`src/rtl/fir_mac_arbiter_pkg.sv`:
```
// Shared definitions for the FIR MAC arbiter: quantization, FSM states and
// the dequantize helper used by the MAC datapath.
package fir_mac_arbiter_pkg;

  // Fractional bits of the product that are dropped when returning to sample scale
  localparam int QUANT_BITS = 10;

  typedef enum logic [1:0] {
    IDLE  = 2'd0,
    BURST = 2'd1,
    DONE  = 2'd2
  } arb_state_t;

  // Arithmetic shift back to sample scale; callers sign-extend into and
  // truncate out of this wide container (products up to 128 bits).
  function automatic logic signed [127:0] dequantize(input logic signed [127:0] p);
    return p >>> QUANT_BITS;
  endfunction

endpackage

```
`src/rtl/fir_mac_unit.sv`:
```
// Multiply, dequantize and accumulate one tap per enabled cycle.
// acc_next is the value the accumulator takes on this edge, so the owner of
// the unit can capture a finished sum in the same cycle as the last tap.
module fir_mac_unit
  import fir_mac_arbiter_pkg::*;
#(
  parameter int DATA_WIDTH = 32,
  parameter int MULT_WIDTH = 64
) (
  input  logic                         clk,
  input  logic                         rst,
  input  logic                         clear,
  input  logic                         en,
  input  logic signed [DATA_WIDTH-1:0] a,
  input  logic signed [DATA_WIDTH-1:0] b,
  output logic signed [DATA_WIDTH-1:0] acc_next
);

  logic signed [MULT_WIDTH-1:0] prod;
  logic signed [DATA_WIDTH-1:0] d;
  logic signed [DATA_WIDTH-1:0] acc;

  // Full-precision signed product, scaled down, wrapped into DATA_WIDTH
  always_comb begin
    prod     = MULT_WIDTH'(a) * MULT_WIDTH'(b);
    d        = DATA_WIDTH'(dequantize(128'(prod)));
    acc_next = clear ? d : acc + d;
  end

  // Accumulator: clear loads the first tap, otherwise wrap-around add
  always_ff @(posedge clk) begin
    if (rst)     acc <= '0;
    else if (en) acc <= acc_next;
  end

endmodule

```
`src/rtl/fir_mac_arbiter.sv`:
```
// Round-robin owner of a single MAC engine. Each grant is a whole burst of
// TAPS products; the owner feeds sample/coeff for tap_idx, and gets the
// dequantized dot product back with a one-cycle done pulse.
module fir_mac_arbiter
  import fir_mac_arbiter_pkg::*;
#(
  parameter int NUM_REQ    = 4,
  parameter int TAPS       = 32,
  parameter int DATA_WIDTH = 32,
  parameter int MULT_WIDTH = 64
) (
  input  logic                                clk,
  input  logic                                rst,
  input  logic [NUM_REQ-1:0]                  req,
  input  logic [NUM_REQ-1:0][DATA_WIDTH-1:0]  req_sample,
  input  logic [NUM_REQ-1:0][DATA_WIDTH-1:0]  req_coeff,
  output logic [NUM_REQ-1:0]                  grant,
  output logic [$clog2(TAPS)-1:0]             tap_idx,
  output logic [NUM_REQ-1:0]                  done,
  output logic [DATA_WIDTH-1:0]               result,
  output logic                                busy
);

  localparam int RW = $clog2(NUM_REQ);
  localparam int TW = $clog2(TAPS);
  localparam logic [TW-1:0] LAST_TAP  = TW'(TAPS - 1);
  localparam logic [RW-1:0] LAST_INIT = RW'(NUM_REQ - 1);

  arb_state_t state, state_n;
  logic [RW-1:0]         owner, owner_n, last, last_n, sel;
  logic [NUM_REQ-1:0]    grant_n, done_n;
  logic [TW-1:0]         tap_n;
  logic [DATA_WIDTH-1:0] result_n;
  logic                  busy_n;
  logic                  mac_en, mac_clear;
  logic signed [DATA_WIDTH-1:0] mac_a, mac_b, mac_sum;

  // Operand mux: the owner presents data for the current tap combinationally
  assign mac_a = req_sample[owner];
  assign mac_b = req_coeff[owner];

  fir_mac_unit #(
    .DATA_WIDTH (DATA_WIDTH),
    .MULT_WIDTH (MULT_WIDTH)
  ) u_mac (
    .clk      (clk),
    .rst      (rst),
    .clear    (mac_clear),
    .en       (mac_en),
    .a        (mac_a),
    .b        (mac_b),
    .acc_next (mac_sum)
  );

  // Round-robin pick: nearest requester after last wins; last itself is
  // checked first here so that every closer candidate overrides it
  always_comb begin
    sel = last;
    for (int i = NUM_REQ; i >= 1; i--) begin
      if (req[(int'(last) + i) % NUM_REQ]) sel = RW'((int'(last) + i) % NUM_REQ);
    end
  end

  // Next-state and next-output logic; every output is registered below
  always_comb begin
    state_n   = state;
    owner_n   = owner;
    last_n    = last;
    grant_n   = '0;
    done_n    = '0;
    tap_n     = tap_idx;
    result_n  = result;
    busy_n    = busy;
    mac_en    = 1'b0;
    mac_clear = 1'b0;
    case (state)
      IDLE: begin
        busy_n = 1'b0;
        tap_n  = '0;
        if (|req) begin
          state_n      = BURST;
          owner_n      = sel;
          grant_n[sel] = 1'b1;
          busy_n       = 1'b1;
        end
      end
      BURST: begin
        mac_en    = 1'b1;
        mac_clear = (tap_idx == '0);
        if (tap_idx == LAST_TAP) begin
          state_n        = DONE;
          tap_n          = '0;
          done_n[owner]  = 1'b1;
          result_n       = mac_sum;
        end else begin
          grant_n = grant;
          tap_n   = tap_idx + 1'b1;
        end
      end
      DONE: begin
        state_n = IDLE;
        busy_n  = 1'b0;
        last_n  = owner;
      end
      default: begin
        state_n = IDLE;
        busy_n  = 1'b0;
      end
    endcase
  end

  // State and output registers; reset aborts any burst with no done
  always_ff @(posedge clk) begin
    if (rst) begin
      state   <= IDLE;
      owner   <= '0;
      last    <= LAST_INIT;
      grant   <= '0;
      done    <= '0;
      tap_idx <= '0;
      result  <= '0;
      busy    <= 1'b0;
    end else begin
      state   <= state_n;
      owner   <= owner_n;
      last    <= last_n;
      grant   <= grant_n;
      done    <= done_n;
      tap_idx <= tap_n;
      result  <= result_n;
      busy    <= busy_n;
    end
  end

endmodule

```
`config.mk`:
```
export PLATFORM = sky130hd
export DESIGN_NAME = fir_mac_arbiter
export DESIGN_NICKNAME = d
export VERILOG_FILES = /design/src/rtl/fir_mac_arbiter_pkg.sv /design/src/rtl/fir_mac_unit.sv /design/src/rtl/fir_mac_arbiter.sv
export SDC_FILE = /design/constraint.sdc
export NUM_CORES = 2
export LEC_CHECK = 0
export BUFFER_PORTS_ARGS = -buffer_cell sky130_fd_sc_hd__buf_4
export CAP_MARGIN = 40
export CORE_UTILIZATION = 57
export CTS_CLUSTER_DIAMETER = 80
export DETAILED_ROUTE_END_ITERATION = 12
export GPL_TIMING_DRIVEN = 0
export PLACE_DENSITY_LB_ADDON = 0.12
export SLEW_MARGIN = 30
export SYNTH_ARGS = -nofsm -noshare
export SYNTH_HDL_FRONTEND = slang
export SYNTH_SLANG_ARGS = --single-unit
export TNS_END_PERCENT = 30
```
`constraint.sdc`:
```
create_clock -name clk -period 9.3 [get_ports clk]
set_input_delay 0.93 -clock clk [delete_from_list [all_inputs] [get_ports clk]]
set_output_delay 0.93 -clock clk [all_outputs]
set_load 0.01 [all_outputs]
```
Word-level counts from Yosys, hierarchy flattened
Index checks and enable logic that the tools add are counted.
{"block": "op_classes", "magnitude_cmp": 8, "n_addsub": 6, "n_reduce_logical": 14, "multipliers": 1, "eq_ne": 5, "n_bitwise": 6, "n_mux": 37}
{"operator": "$bmux W32 S2", "n": 2}
{"operator": "$mux W32", "n": 3}
{"operator": "$mul A32 B32 Y42", "n": 1}
{"operator": "$add A32 B32 Y32", "n": 1}
{"operator": "$lt A3 B4 Y1 const B", "n": 4}
{"operator": "$mux W1", "n": 13}
{"operator": "$mux W2", "n": 6}
{"operator": "$pmux W5 S2", "n": 1}
{"operator": "$bmux W1 S2", "n": 4}
{"operator": "$mux W4", "n": 2}
{"operator": "$pmux W4 S2", "n": 1}
{"operator": "$reduce_or A2 Y1", "n": 4}
{"operator": "$lt A2 B3 Y1 const B", "n": 2}
{"operator": "$reduce_and A2 Y1", "n": 3}
{"operator": "$add A5 B1 Y5 const B", "n": 1}
{"operator": "$eq A5 B5 Y1 const B", "n": 1}
{"operator": "$logic_not A5 Y1", "n": 1}
{"operator": "$mux W5", "n": 1}
{"operator": "$add A2 B1 Y2 const B", "n": 2}
{"operator": "$add A2 B2 Y2 const B", "n": 2}
{"operator": "$and A1 B1 Y1 const A", "n": 4}
{"operator": "$demux W1 S2", "n": 2}
{"operator": "$ge A2 B1 Y1 const B", "n": 2}
{"operator": "$ne A2 B2 Y1 const B", "n": 2}
{"operator": "other kinds (10)", "n": 12}
{"block": "totals", "output_inout_bits": 46, "reg_bits": 84}

Longest topological paths before layout
{"block": "depth", "depth_word": 16, "mapped_depth": 48, "depth_no_buf": 40}

Modules after synthesis
Synthesis repeated with hierarchy kept, for this count alone.
{"block": "unflattened", "hier_cells": 3427, "hier_area_um2": 31375.1}
{"module": "fir_mac_unit", "cells_each": 3108, "n_inst": 1, "area_each_um2": 27876.7, "seq_area_each_um2": 640.6}
{"module": "fir_mac_arbiter", "cells_each": 319, "n_inst": 1, "area_each_um2": 3498.4, "seq_area_each_um2": 1041.0}

Worst setup path after synthesis
No wires, ideal clock.
{"block": "synth_path", "path_kind": "register to register", "startpoint": "register owner[0]", "endpoint": "register result[29]", "setup_time_ns": 0.091, "slack_ns": -0.792, "arrival_time_ns": 10.001, "stages_incl_launch_ff": 44, "path_buffers": 7, "path_cell_list": "dfxtp_1 -> buf_6 -> buf_12 -> buf_6 -> buf_2 -> buf_1 -> buf_2 -> mux2i_1 -> nand2_1 -> o21ai_1 -> clkbuf_1 -> nor2_1 -> fa_1 -> fa_1 -> fa_1 -> inv_1 -> fa_1 -> inv_1 -> [8 not listed] -> a21o_1 -> a21oi_1 -> or4b_1 -> a221oi_2 -> o21ai_0 -> xor2_1 -> ha_1 -> a21oi_1 -> o21ai_0 -> a21o_1 -> a21oi_1 -> o21a_1 -> nand3_1 -> a21boi_0 -> o21ai_0 -> xnor2_1 -> nor3_1 -> a311oi_1"}
{"block": "synth_via", "elab_chain_len": 5, "elab_cells_between_ends": 7}
{"item": "from (decl)", "line_no": "fir_mac_arbiter.sv:30", "source": "logic [RW-1:0] owner, owner_n, last, last_n, sel;"}
{"item": "from (signal assigned)", "line_no": "fir_mac_arbiter.sv:125", "source": "owner <= owner_n;"}
{"item": "$bmux W32 S2 (on tied branches)", "line_no": "fir_mac_arbiter.sv:39, fir_mac_arbiter.sv:40"}
{"item": "$mux W32 (on tied branches)", "line_no": "fir_mac_arbiter.sv:39, fir_mac_arbiter.sv:40"}
{"item": "$mul A32 B32 Y42 (*)", "line_no": "fir_mac_unit.sv:25", "source": "prod = MULT_WIDTH'(a) * MULT_WIDTH'(b);"}
{"item": "$add A32 B32 Y32", "line_no": "fir_mac_unit.sv:27", "source": "acc_next = clear ? d : acc + d;"}
{"item": "$mux W32 (*)", "line_no": "fir_mac_unit.sv:27"}
{"item": "to (signal assigned)", "line_no": "fir_mac_arbiter.sv:130", "source": "result <= result_n;"}
{"item": "to (decl)", "line_no": "fir_mac_arbiter.sv:20", "source": "output logic [DATA_WIDTH-1:0] result,"}
Every way passes the cells marked *; elsewhere a longest branch is shown, timed or not. The select of a mux whose other input is x is not followed.
A chain may end at the register's enable or synchronous reset.

Worst setup path after layout
{"block": "layout_path", "startpoint": "register owner[0]", "endpoint": "register result[30]"}
Same word-level chain as after synthesis.

==> metrics.md <==
| Metric | Value |
|---|---|
| Fin util | 72.4% |
| TNS Setup | -25.10 ns |
| Gr ovfl total | 0 |
| Post-route ant nets | 0 |
| H-Tree Depth | 3 |
| Simple-gate area share of the yosys netlist | between 10% and 20% |
| HP Class | flop to flop |
| Ys Warns | 0 |
| Clock transition at the registers of the reported paths | roughly 0.070 ns |
| Startpoint types | flop |
| Cell variety after synth | 74 |
| Mux cell area share after synthesis | between 5 and 6% |
| Worst Path Arrival | about 10 ns |
| Most common cell after layout, fill and taps aside | inv_1 |
| Top Ports | 308 |
| Synth Register Bits | 84 |
| Most frequent cell on the critical path | fa_1 |
| Full die area | approximately 56,000 µm² |
| Main combinational cell family by area after synthesis | adder cells |
| Avg WL per Cell | 25.0 µm |
| Synth Area per Inst | about 8.5 µm² |
| Hpwl dp | just under 100,000 µm |
| Port bufs | ~310 |
| Vias in the first global route | 29,110 |
| Initial antenna violation count | 5 |
| Most frequent cells in the layout | 704 x inv_1, 663 x fa_1, 511 x nor2_1 |
| Critical Path Start | owner[0]$_SDFFE_PP0P_ |
| Min-delay src | busy$_SDFFE_PP0N_ |
| Mapped cell area | ~31,000 µm² |
| Remaining DRCs | 0 |
| MaxCap Viol Count | 0 |
| Worst path bufs/invs | 10 |
| Root buffer cell | clkbuf_16 |
| Hold bufs inserted after CTS | 0 |
| M1 WL | between 40,000 and 50,000 µm |
| Die height | about 240 µm |
| Unrepaired setup endpoints after global routing | true |
| Met2 wire len | 53,300 µm |
| Top Family by Delay on Critical Path | adder cells |
| Compound-Gate Fraction of Synth Area | 7.05% |
| Critical Path Sink Type | flop |
| Cells after Synth | ~3,600 |
| Initial Util | between 50 and 60% |
| Failing checks | setup timing |
| Yosys top cell area share | between 40% and 50% |
| WS Path Type | flop to flop |
| Final Critical Period | approximately 10 ns |
| TritonCTS clock tree | built |
| Syn_nets | ~4,800 |
| Xor/xnor share of the synthesized area | about 3.1% |
| Worst path required time | approximately 9.5 ns |
| Worst setup margin | -0.918 ns |
| Fill count | roughly 4,200 |
| Worst slew margin | roughly two fifths |
| Vias | approximately 29,000 |
| Top cells by area, synth | fa_1 45%, inv_1 8.7%, ha_1 7.8% |
| Share of layout cells above drive strength 1 | 24.1% |
| Max Clk Rate | 97.9 MHz |
| CP Max Fanout | 8 |
| WP depth | 39 |
| GPL Wtd Cong | approximately 1.1 |
| Final hold violation count | 0 |
| Core Area | 53,900 µm² |
| Met3 routed WL | 15,100 µm |
| Register area share after synthesis | under 10% |
| CTS Sinks | 84 |
| GRT Overall Usage | a little over two fifths |
| RR Startpoint | owner[0]$_SDFFE_PP0P_ |
| Max-slew violations | 0 |
| Final #Nets | 5,288 |
| Slowest cell delay on critical path | around 0.69 ns |
| Die width | around 240 µm |
| Largest net degree at the start of global routing | 16 |
| Yosys top cell by area | fa_1 |
| Post-Synth Adder-Cell Area | 52.5% |
| Hold Crit Depth | 2 |
| Clock Latency Late Sink | approximately 0.35 ns |
| 1st-iter DRT viols | about 3,000 |
| Worst Max-Slew Pin Slew | roughly 0.85 ns |
| # setup viols final | 43 |
| # rows | 85 |
| Post-synth EDFFs | 0 |
| Outcome | finished with violations |
| First-pass GRT wire length | about 180,000 µm |
| Clk_skew | about 0.0066 ns |
| Ys async rst share | 0% |
| Max clock buf depth | 2 |
| Via density | 5.93 |
| CTS buffer count | 9 |
| Final period utilization | 110% |
| Crit-path slowest cell | fa_2 |
| Max Used Layer | met5 |
| Commonest register cell after synthesis | dfxtp_1 |
| DRT Pass-1 Iters | 6 |
| Register-to-Register Setup Slack | -0.92 ns |
| Cells on worst reg2reg path | 39 |
| Final WL | roughly 120,000 µm |
| Layout area overhead | 25.4% |
## worst register-to-register path, delay by kind of cell (launching register included)
| kind | cells | cell delay [ns] |
|---|---|---|
| muxes | 1 | 0.32 |
| AOI/OAI and AO/OA | 12 | 2.40 |
| adders and majority gates | 10 | 4.71 |
| xor gates and xnor gates | 2 | 0.39 |
| buffers and inverters | 10 | 1.30 |
| and+or+nand+nor | 4 | 0.60 |
| DFF | 1 | 0.36 |
## cell type report
cell class	instances	area, µm²	share of cell area, %
antenna	3	7.51	0.0192
buffer	164	1590	4.08
clock buffer	10	239	0.612
clock inverter	6	46.3	0.119
inverter	720	2710	6.93
multi-input combinational	2658	27900	71.4
sequential	84	1690	4.32
tap	696	871	2.23
timing repair buffer	501	4030	10.3
## kinds of logic (layout without fill, tap and decap cells)
family	after synthesis	in the layout
compound gates	348	348
xor+xnor	110	110
fa+ha+maj	888	888
buf+inv	900	1401
flops	84	84
mux	153	153
other cells	0	3
simple gates	1159	1159
## cells in the mapped netlist, drive strengths merged, types with 2 or more instances
| cell | count |
|---|---|
| inv | 719 |
| fa | 695 |
| nor2 | 523 |
| nand2 | 507 |
| ha | 193 |
| clkbuf | 152 |
| mux2i | 114 |
| o21ai | 96 |
| a21oi | 95 |
| dfxtp | 84 |
| xnor2 | 79 |
| a211oi | 36 |
| o21a | 34 |
| xor2 | 30 |
| buf | 28 |
| and2 | 27 |
| a21o | 22 |
| mux2 | 21 |
| nor3 | 20 |
| mux4 | 18 |
| o21bai | 15 |
| nand2b | 13 |
| nand3 | 12 |
| nor2b | 12 |
| nand4 | 11 |
| and3 | 10 |
| a31oi | 8 |
| a311oi | 7 |
| nor4 | 6 |
| o211ai | 5 |
| or3 | 5 |
| and4 | 4 |
| a221oi | 3 |
| a22oi | 3 |
| o31ai | 3 |
| or2 | 3 |
| a21boi | 2 |
| a41oi | 2 |
| nand4b | 2 |
| o31a | 2 |
## worst paths after layout
path	end
worst max register to register	result[30]$_SDFFE_PP0P_
worst min-delay path	busy$_SDFFE_PP0N_
worst min register to register	busy$_SDFFE_PP0N_
worst max-delay path	result[30]$_SDFFE_PP0P_
## per-layer routing
layer  global-route usage (%)  vias to the layer above
met3                     11.7                      483
met5                        0                        -
met4                     27.7                        4
met2                     66.6                     1927
li1                         -                    12020
met1                     55.5                    14265
## timing repair
action                                  4_1_cts  5_1_grt
gates cloned                                  3        1
setup buffers                               117       62
resized for setup                           461      209
endpoints found under the setup margin       60       54
pin swaps                                   110      103
## flip-flops by register name, indices dropped and copies added, names as in the netlist
name,flops
busy,1
u_mac.acc,32
grant,4
done,4
tap_idx,5
state,2
last,2
result,32
owner,2
## stage by stage
stage               setup slack [ns]  hold WS, ns  cells  instance area [µm²]
floorplan                   -0.00209        0.441   3642                31300
global placement               -3.16        0.443   4644                34500
detailed placement             -2.90        0.449   4657                34700
CTS                           -0.734        0.458   4781                37700
global route                   -1.09        0.484   4839                39000
finish                        -0.918        0.456   4842                39000
Power is left out: the tool's default activity adds up to more than one toggle a clock period on the data nets, which glitch-free logic cannot reach.
